`src/rtl/blctrl_target_pkg.sv`:
```
// Shared BL-Ctrl constants and the I2C target state encoding.
// The master handler uses the same base address.
package blctrl_target_pkg;
  localparam int         BLCTRL_NUM_MOTORS   = 8;
  localparam logic [6:0] BLCTRL_BASE_ADDRESS = 7'h29;

  typedef enum logic [2:0] {
    ST_IDLE,
    ST_ADDR,
    ST_ADDR_ACK,
    ST_DATA,
    ST_DATA_ACK,
    ST_IGNORE
  } state_t;
endpackage

```
`src/rtl/blctrl_target_i2c_line_sync.sv`:
```
// Two-flop synchronizer plus edge register for one open-drain line.
// Level is 2 clk behind the pin; rise/fall are valid combinationally with it; no backpressure.
module i2c_line_sync (
  input  logic clk,
  input  logic rst,
  input  logic din,
  output logic level,
  output logic rise,
  output logic fall
);
  logic [2:0] sr;

  // Reset to the idle-high bus level so no edge is seen on release.
  always_ff @(posedge clk) begin
    if (rst) sr <= 3'b111;
    else     sr <= {sr[1:0], din};
  end

  assign level = sr[1];
  assign rise  = sr[1] & ~sr[2];
  assign fall  = ~sr[1] & sr[2];
endmodule

```
`src/rtl/blctrl_target.sv`:
```
// I2C target emulating eight BL-Ctrl ESCs; one written speed byte per transfer, per-motor watchdog.
// Bus events act 3 clk after the pin edge, commit lands 1 clk later; SCL is never stretched.
module blctrl_target
  import blctrl_target_pkg::*;
#(
  parameter logic [6:0]  BASE_ADDRESS   = BLCTRL_BASE_ADDRESS,
  parameter int unsigned TIMEOUT_CYCLES = 1600000
) (
  input  logic        clk,
  input  logic        rst,
  input  logic        scl_i,
  input  logic        sda_i,
  output logic        sda_o,
  output logic        sda_t,
  output logic [63:0] targetSpeedFlat,
  output logic        speedUpdate,
  output logic [2:0]  updateIndex,
  output logic [7:0]  motorAlive
);
  localparam int WD_W = (TIMEOUT_CYCLES == 0) ? 1 : $clog2(TIMEOUT_CYCLES + 1);

  logic scl, scl_rise, scl_fall;
  logic sda, sda_rise, sda_fall;
  logic start_evt, stop_evt, commit;
  logic [7:0] addr_off;

  state_t     state;
  logic [7:0] shreg;
  logic [3:0] bit_cnt;
  logic [2:0] index;

  logic [BLCTRL_NUM_MOTORS-1:0][7:0]      speed;
  logic [BLCTRL_NUM_MOTORS-1:0][WD_W-1:0] wd_cnt;
  logic [BLCTRL_NUM_MOTORS-1:0]           alive;

  i2c_line_sync u_scl_sync (.clk(clk), .rst(rst), .din(scl_i),
                            .level(scl), .rise(scl_rise), .fall(scl_fall));
  i2c_line_sync u_sda_sync (.clk(clk), .rst(rst), .din(sda_i),
                            .level(sda), .rise(sda_rise), .fall(sda_fall));

  assign start_evt = scl & sda_fall;
  assign stop_evt  = scl & sda_rise;
  // Widened so addresses below the base go negative and fall outside 0..7.
  assign addr_off  = {1'b0, shreg[7:1]} - {1'b0, BASE_ADDRESS};
  assign commit    = (state == ST_DATA) && scl_fall && (bit_cnt == 4'd8);

  always_ff @(posedge clk) begin
    if (rst) begin
      state   <= ST_IDLE;
      sda_t   <= 1'b1;
      shreg   <= '0;
      bit_cnt <= '0;
      index   <= '0;
    end else if (start_evt) begin
      state   <= ST_ADDR;
      bit_cnt <= '0;
      sda_t   <= 1'b1;
    end else if (stop_evt) begin
      state   <= ST_IDLE;
      sda_t   <= 1'b1;
    end else begin
      if (scl_rise && (state == ST_ADDR || state == ST_DATA) && bit_cnt != 4'd8) begin
        shreg   <= {shreg[6:0], sda};
        bit_cnt <= bit_cnt + 4'd1;
      end
      case (state)
        ST_ADDR: if (scl_fall && bit_cnt == 4'd8) begin
          bit_cnt <= '0;
          if (addr_off < 8'd8 && !shreg[0]) begin
            index <= addr_off[2:0];
            sda_t <= 1'b0;
            state <= ST_ADDR_ACK;
          end else begin
            state <= ST_IGNORE;
          end
        end
        ST_ADDR_ACK: if (scl_fall) begin
          sda_t <= 1'b1;
          state <= ST_DATA;
        end
        ST_DATA: if (commit) begin
          bit_cnt <= '0;
          sda_t   <= 1'b0;
          state   <= ST_DATA_ACK;
        end
        // Only one byte per transfer is taken; the rest are NACKed.
        ST_DATA_ACK: if (scl_fall) begin
          sda_t <= 1'b1;
          state <= ST_IGNORE;
        end
        default: ;
      endcase
    end
  end

  // A commit outranks expiry in the same cycle: new speed stored, counter reloaded.
  always_ff @(posedge clk) begin
    if (rst) begin
      speed       <= '0;
      wd_cnt      <= '0;
      alive       <= '0;
      speedUpdate <= 1'b0;
      updateIndex <= '0;
    end else begin
      speedUpdate <= commit;
      if (commit) updateIndex <= index;
      for (int n = 0; n < BLCTRL_NUM_MOTORS; n++) begin
        if (commit && index == 3'(n)) begin
          speed[n]  <= shreg;
          alive[n]  <= 1'b1;
          wd_cnt[n] <= WD_W'(TIMEOUT_CYCLES);
        end else if (TIMEOUT_CYCLES != 0 && wd_cnt[n] != '0) begin
          wd_cnt[n] <= wd_cnt[n] - 1'b1;
          if (wd_cnt[n] == WD_W'(1)) begin
            speed[n] <= '0;
            alive[n] <= 1'b0;
          end
        end
      end
    end
  end

  always_comb begin
    targetSpeedFlat = '0;
    for (int n = 0; n < BLCTRL_NUM_MOTORS; n++)
      targetSpeedFlat[8*(BLCTRL_NUM_MOTORS-1-n) +: 8] = speed[n];
  end

  assign motorAlive = alive;
  assign sda_o      = 1'b0;
endmodule

```
`config.mk`:
```
export PLATFORM = sky130hd
export DESIGN_NAME = blctrl_target
export DESIGN_NICKNAME = d
export VERILOG_FILES = /design/src/rtl/blctrl_target_pkg.sv /design/src/rtl/blctrl_target_i2c_line_sync.sv /design/src/rtl/blctrl_target.sv
export SDC_FILE = /design/constraint.sdc
export NUM_CORES = 1
export LEC_CHECK = 0
export CORE_MARGIN = 4
export CORE_UTILIZATION = 59
export CTS_CLUSTER_DIAMETER = 60
export CTS_CLUSTER_SIZE = 20
export DETAILED_ROUTE_END_ITERATION = 8
export HOLD_SLACK_MARGIN = 0.05
export PLACE_DENSITY = 0.83
export SYNTH_ARGS = -nofsm -noshare
export SYNTH_HDL_FRONTEND = slang
export SYNTH_SLANG_ARGS = --single-unit
```
`constraint.sdc`:
```
create_clock -name clk -period 3.3 [get_ports clk]
set_clock_uncertainty 0.2 [all_clocks]
set_input_delay 0.99 -clock clk [delete_from_list [all_inputs] [get_ports clk]]
set_output_delay 0.99 -clock clk [all_outputs]
set_load 0.02 [all_outputs]
```
==> impl_metrics.yaml, run 1 <==
global_routing:
  grt_pass1_wl_um: 48000
  grt_max_degree: 48
  grt_remaining_overflow: 0
  antenna_found_initial: 0
  grtUsageTotal: 0.238
  grt_pass1_vias: 10109
die:
  start_util: 0.601
  pin_count: 82
  fp.dieH_um: 152
  fp.dieW_um: 152
  die_area_um2: 23000
  coreArea_um2: 20300
  rows: 52
cts:
  postCtsSetupBuffers: 0
  cts_resized: 0
  clock-sinks: 269
  cts_buffer_depth: 3
  cts_buffers: 19
  ctsHoldBuffers: 0
  cts_htree_levels: 1
  insertion_delay_ns: 0.51
  path_clk_slew_ns: 0.08
  cts_root_buf: "clkbuf_16"
  cts_tree: "done"
finish:
  regArea_um2: 5390
  n_antenna_cell: 0
  syn_to_final_growth_pct: 13.3
  fin_util: 0.681
  nFillCells: 1682
  final_nets: 1519
  multiInputGateArea_um2: 6360
  final_cell_mix: "dfxtp_1, nor2_1, a21oi_1"
  drive_above_1_share: 0.0605
  layout_commonest_cell: "dfxtp_1"
routing:
  drt_iter0_drc: 642
  drc: 0
  post_drt_via_cell_ratio: 6.07
  postRouteAntennaNets: 0
  drt_pass1_iterations: 5
  wl_per_cell_um: 16.3
  drt-total-wl_um: 28900
  via_count: 10776
sta:
  slew_headroom: 0.415
  period_minus_slack_ns: 2.84
  fin_hold_ws_ns: 0.223
  setup_viol: 0
  tightest_slew_ns: 0.872
  finalHoldViolCount: 0
  fmax_ghz: 0.352
  rsz0062_at_grt: "false"
  period_share: 0.861
  maxSlewViolCount: 0
  finalSetupTns_ns: 0
  setup_ws_ns: 0.459
logic_synthesis:
  yosys.area.top_type: "dfxtp_1"
  synth_flop_cell: "dfxtp_1"
  syn-cell-area_um2: 12200
  synthDistinctLibCells: 65
  synth-edff-count: 0
  synthCells: 1447
  synth_top_area_frac: 0.441
  async_flop_share: 0
  synth_area_leaders: "dfxtp_1, nor2_1, a21oi_1"
  ys_seq_area_frac: 0.441
  yosys_warnings: 0
  syn_nets: 1470
  ys_ff_latch: 269
  synth_area_per_cell_um2: 8.43
min_path:
  hp-start: "u_sda_sync.sr[0]"
  hold_class: "flip-flop to flip-flop"
run:
  cap_violations: 0
placed_design:
  gp_congestion: 0.891
  dp_worst_setup_slack_ns: 0.546
  hpwl_um: 19700
  port_buffers: 80
critical_path:
  timing.reg2reg.setup_slack_ns: 0.46
  crit_type: "flip-flop to flip-flop"
  crit_path_start: "wd_cnt[130]"
  critical_path.max_fanout: 9
  worstSetupEndpointType: "flip-flop"
  arrival_ns: 3.02
  required_ns: 3.48
  r2r-start: "wd_cnt[130]"
  startpoint_type: "flip-flop"
pwr:
  p_per_area_nw_per_um2: 1030
  ir_worst_vdd_uv: 531
  finalPower_w: 0.0142
  power_leakage_nw: 4.98
run_status:
  outcome: "completed"
## cell type report
class                           instances  share of cell area
Multi-Input combinational cell       1060               0.460
Sequential cell                       269               0.390
Timing Repair Buffer                  112              0.0751
Clock buffer                           19              0.0344
Tap cell                              270              0.0244
Inverter                               34             0.00923
Clock inverter                         10             0.00724
## final timing paths
path,end,depth (start not counted)
worst max-delay path,targetSpeedFlat[8],6
worst min-delay path,u_sda_sync.sr[1],1
worst max register to register,targetSpeedFlat[8],6
worst min register to register,u_sda_sync.sr[1],1
## kinds of logic after synthesis
family / Yosys count / synth area share
compound gates: 316 / 0.161
xor+xnor: 93 / 0.0668
fa+ha+maj: 19 / 0.0195
buf+inv: 118 / 0.0375
flops: 269 / 0.441
mux: 15 / 0.0124
other cells: 1 / 0.000307
simple gates: 616 / 0.261
## per-stage QoR
| step | area, µm² | cells |
|---|---|---|
| 2_1_floorplan | 12200 | 1447 |
| 3_3_place_gp | 13200 | 1745 |
| 3_5_place_dp | 13200 | 1745 |
| 4_1_cts | 13800 | 1774 |
| 5_1_grt | 13800 | 1774 |
| 6_report | 13800 | 1774 |
## Yosys cell counts, drive strengths merged (4+ instances only)
| master | number |
|---|---|
| xnor2 | 49 |
| ha | 19 |
| a22oi | 41 |
| o211ai | 25 |
| o41ai | 5 |
| a31oi | 21 |
| nor4 | 46 |
| or3 | 47 |
| and3 | 9 |
| nand3 | 51 |
| nand2b | 22 |
| o21a | 4 |
| nand4b | 7 |
| buf | 10 |
| nand4 | 22 |
| nor3b | 4 |
| or4 | 32 |
| o21ai | 48 |
| a211oi | 17 |
| nor2 | 206 |
| nand3b | 9 |
| a21oi | 119 |
| xor2 | 44 |
| or2 | 23 |
| nand2 | 75 |
| a2111oi | 5 |
| mux2i | 14 |
| nor2b | 5 |
| inv | 34 |
| clkbuf | 74 |
| o31ai | 12 |
| dfxtp | 269 |
| nor3 | 42 |
## worst max-delay path, stage by stage (launching register included)
cell	delay, ns
dfxtp_1	0.36
or4_1	0.64
nor4_1	0.58
buf_4	0.27
nand4_1	0.37
nand3_1	0.24
a21oi_1	0.08
## power by group
part	leakage (nW)	internal (W)	switching, W	total, W
Combinational	2.51	0.00280	0.00423	0.00703
Sequential	2.19	0.00406	0.000843	0.00490
Clock	0.281	0.00115	0.00116	0.00232
Total	4.98	0.00800	0.00624	0.0142
## flip-flops by register name (all words and copies together), names as in the netlist
signal	cells
state	3
bit_cnt	4
shreg	8
updateIndex	3
u_scl_sync.sr	3
u_sda_sync.sr	3
motorAlive	8
targetSpeedFlat	64
sda_t	1
wd_cnt	168
speedUpdate	1
index	3
## layer usage
| metal | vias to the layer above | GRT usage | routed length [µm] |
|---|---|---|---|
| met5 | - | 0 | 0 |
| met4 | 0 | 0.0651 | 671 |
| met3 | 57 | 0.0330 | 1550 |
| met2 | 291 | 0.416 | 14000 |
| met1 | 5106 | 0.312 | 12700 |
| li1 | 5322 | - | - |
No activity file was read; power rests on OpenSTA's default activity.
==> inputs of run 2 (changes only) <==
--- a/config.mk
+++ b/config.mk
@@ -12,6 +12,7 @@
 export DETAILED_ROUTE_END_ITERATION = 8
 export HOLD_SLACK_MARGIN = 0.05
 export PLACE_DENSITY = 0.83
+export SETUP_SLACK_MARGIN = 0.02
 export SYNTH_ARGS = -nofsm -noshare
 export SYNTH_HDL_FRONTEND = slang
 export SYNTH_SLANG_ARGS = --single-unit
==> results of run 2 <==
Same layout as run 1: the final DEF is identical, and so are final timing and power.
==> inputs of run 3 (changes only) <==
--- a/config.mk
+++ b/config.mk
@@ -6,12 +6,12 @@
 export NUM_CORES = 1
 export LEC_CHECK = 0
 export CORE_MARGIN = 4
-export CORE_UTILIZATION = 59
+export CORE_UTILIZATION = 40
 export CTS_CLUSTER_DIAMETER = 60
 export CTS_CLUSTER_SIZE = 20
 export DETAILED_ROUTE_END_ITERATION = 8
 export HOLD_SLACK_MARGIN = 0.05
-export PLACE_DENSITY = 0.83
+export PLACE_DENSITY = 0.61
 export SETUP_SLACK_MARGIN = 0.02
 export SYNTH_ARGS = -nofsm -noshare
 export SYNTH_HDL_FRONTEND = slang
==> run 3 against run 2 <==
Total power rose by 3.6%. Register-to-register slack improved by 0.05 ns. Die area rose by 45%. Non-clock buffer count did not move. Final area rose by 2.9%. Critical path type unchanged. Largest cell class unchanged. Largest power group unchanged. Highest routed layer unchanged.
==> impl_metrics.yaml, run 3 (synthesized netlist as in run 1, its figures left out) <==
finish:
  n_antenna_cell: 0
  nFillCells: 2864
  layout_commonest_cell: "dfxtp_1"
  syn_to_final_growth_pct: 16.6
  regMostFlops: "wd_cnt"
  final_nets: 1525
  drive_above_1_share: 0.0711
  largest_register_ffs: 168
  final_cell_mix: "dfxtp_1, nor2_1, a21oi_1"
run_status:
  outcome: "completed"
sta:
  fmax_ghz: 0.359
  setup_ws_ns: 0.511
  rsz0062_at_grt: "false"
  maxSlewViolCount: 0
  tightest_slew_ns: 0.915
  finalSetupTns_ns: 0
  period_share: 0.845
  finalHoldViolCount: 0
  setup_viol: 0
  slew_headroom: 0.386
  period_minus_slack_ns: 2.79
global_routing:
  grt_pass1_wl_um: 49300
  grt_pass1_vias: 9793
  antenna_found_initial: 0
  grtUsageTotal: 0.173
  grt_max_degree: 47
  grt_remaining_overflow: 0
cts:
  cts_tree: "done"
  ctsHoldBuffers: 0
  cts_resized: 0
  clock-sinks: 269
  cts_buffer_depth: 3
  cts_htree_levels: 1
  path_clk_slew_ns: 0.08
  cts_root_buf: "clkbuf_16"
  insertion_delay_ns: 0.54
  postCtsSetupBuffers: 0
  cts_buffers: 25
critical_path:
  cp.buffers_inverters: 1
  regToRegEndpoint: "wd_cnt[64]"
  crit_path_max_incr_delay_ns: 0.66
  crit_family: "simple AND/OR/NAND/NOR gates"
  required_ns: 3.49
  critical_path.max_fanout: 16
  timing.reg2reg.setup_slack_ns: 0.51
  arrival_ns: 2.98
  worstSetupEndpointType: "flip-flop"
  crit_path_start: "index[0]"
  startpoint_type: "flip-flop"
  cp_cell_sequence: "inv_1, or4_1, or2_1, nand2b_1, a211oi_1"
  r2r-start: "index[0]"
  slowest_stage: "or4_1"
  rr_worst_depth: 5
  cp_num_cells: 5
  crit_type: "flip-flop to flip-flop"
die:
  coreArea_um2: 29900
  rows: 63
  die_area_um2: 33400
  fp.dieW_um: 183
  fp.dieH_um: 183
  start_util: 0.408
  pin_count: 82
min_path:
  whs_path_depth: 1
  hold_class: "flip-flop to flip-flop"
  hold_end: "u_scl_sync.sr[1]"
  hp-start: "u_scl_sync.sr[0]"
pwr:
  ir_worst_vdd_uv: 403
  power_leakage_nw: 5.09
  p_per_area_nw_per_um2: 1040
routing:
  post_drt_via_cell_ratio: 5.52
  postRouteAntennaNets: 0
  drc: 0
  drt_iter0_drc: 824
  drt_pass1_iterations: 6
  via_count: 10533
  drt-total-wl_um: 29800
  wl_per_cell_um: 15.6
placed_design:
  port_buffers: 80
  hpwl_um: 20700
  dp_worst_setup_slack_ns: 0.532
  gp_congestion: 0.831
run:
  cap_violations: 0
## run 3: changes by cell type in the layout (fill, tap and decap cells not counted), sizes merged
cell      change
inv           +6
clkbuf        +6
clkinvlp      -1
clkinv        +5
bufinv        -1
## run 3: routing by layer
layer  part of all wire  track usage  vias up
li1                   -            -     5325
met1               0.49        0.242     5024
met2               0.46        0.289      150
met3              0.035       0.0235       34
met4              0.013       0.0324        0
met5                  0            0        -
## run 3: worst reg2reg max path: cells and delay by family (launching register included)
kind / cells / cell delay [ns]
AO/OA/AOI/OAI: 1 / 0.10
buffers and inverters: 1 / 0.07
flip-flops: 1 / 0.65
AND/OR/NAND/NOR: 3 / 1.62
## run 3: worst max path at each step
stage,end,slack (ns)
floorplan,wd_cnt[144],0.79
global placement,wd_cnt[64],0.60
detailed placement,wd_cnt[67],0.53
CTS,targetSpeedFlat[15],0.50
global route,wd_cnt[67],0.27
finish,wd_cnt[64],0.51
## run 3: final cells by class
type                    count  area [µm²]  share of cell area
multi-input cells        1060        6370               0.448
flip-flops and latches    269        5390               0.379
repair buffers            112        1040              0.0730
clock buffers              25         626              0.0440
well taps                 390         488              0.0343
clock inverters            19         193              0.0135
inverters                  34         128             0.00897
## run 3: through the flow
stage	hold WS (ns)	std cells	utilization	total power, W	cell area [µm²]
after CTS	0.254	1909	0.476	0.0148	14200
final	0.240	1909	0.476	0.0148	14200
after floorplan	0.189	1447	-	0.0105	12200
after detailed placement	0.223	1865	0.449	0.0119	13400
after global routing	0.260	1909	0.476	0.0160	14200
after global placement	0.225	1865	0.449	0.0118	13400
## run 3: power breakdown
group          internal [W]  switching (W)
Combinational       0.00279        0.00420
Clock               0.00147        0.00141
Sequential          0.00406       0.000828
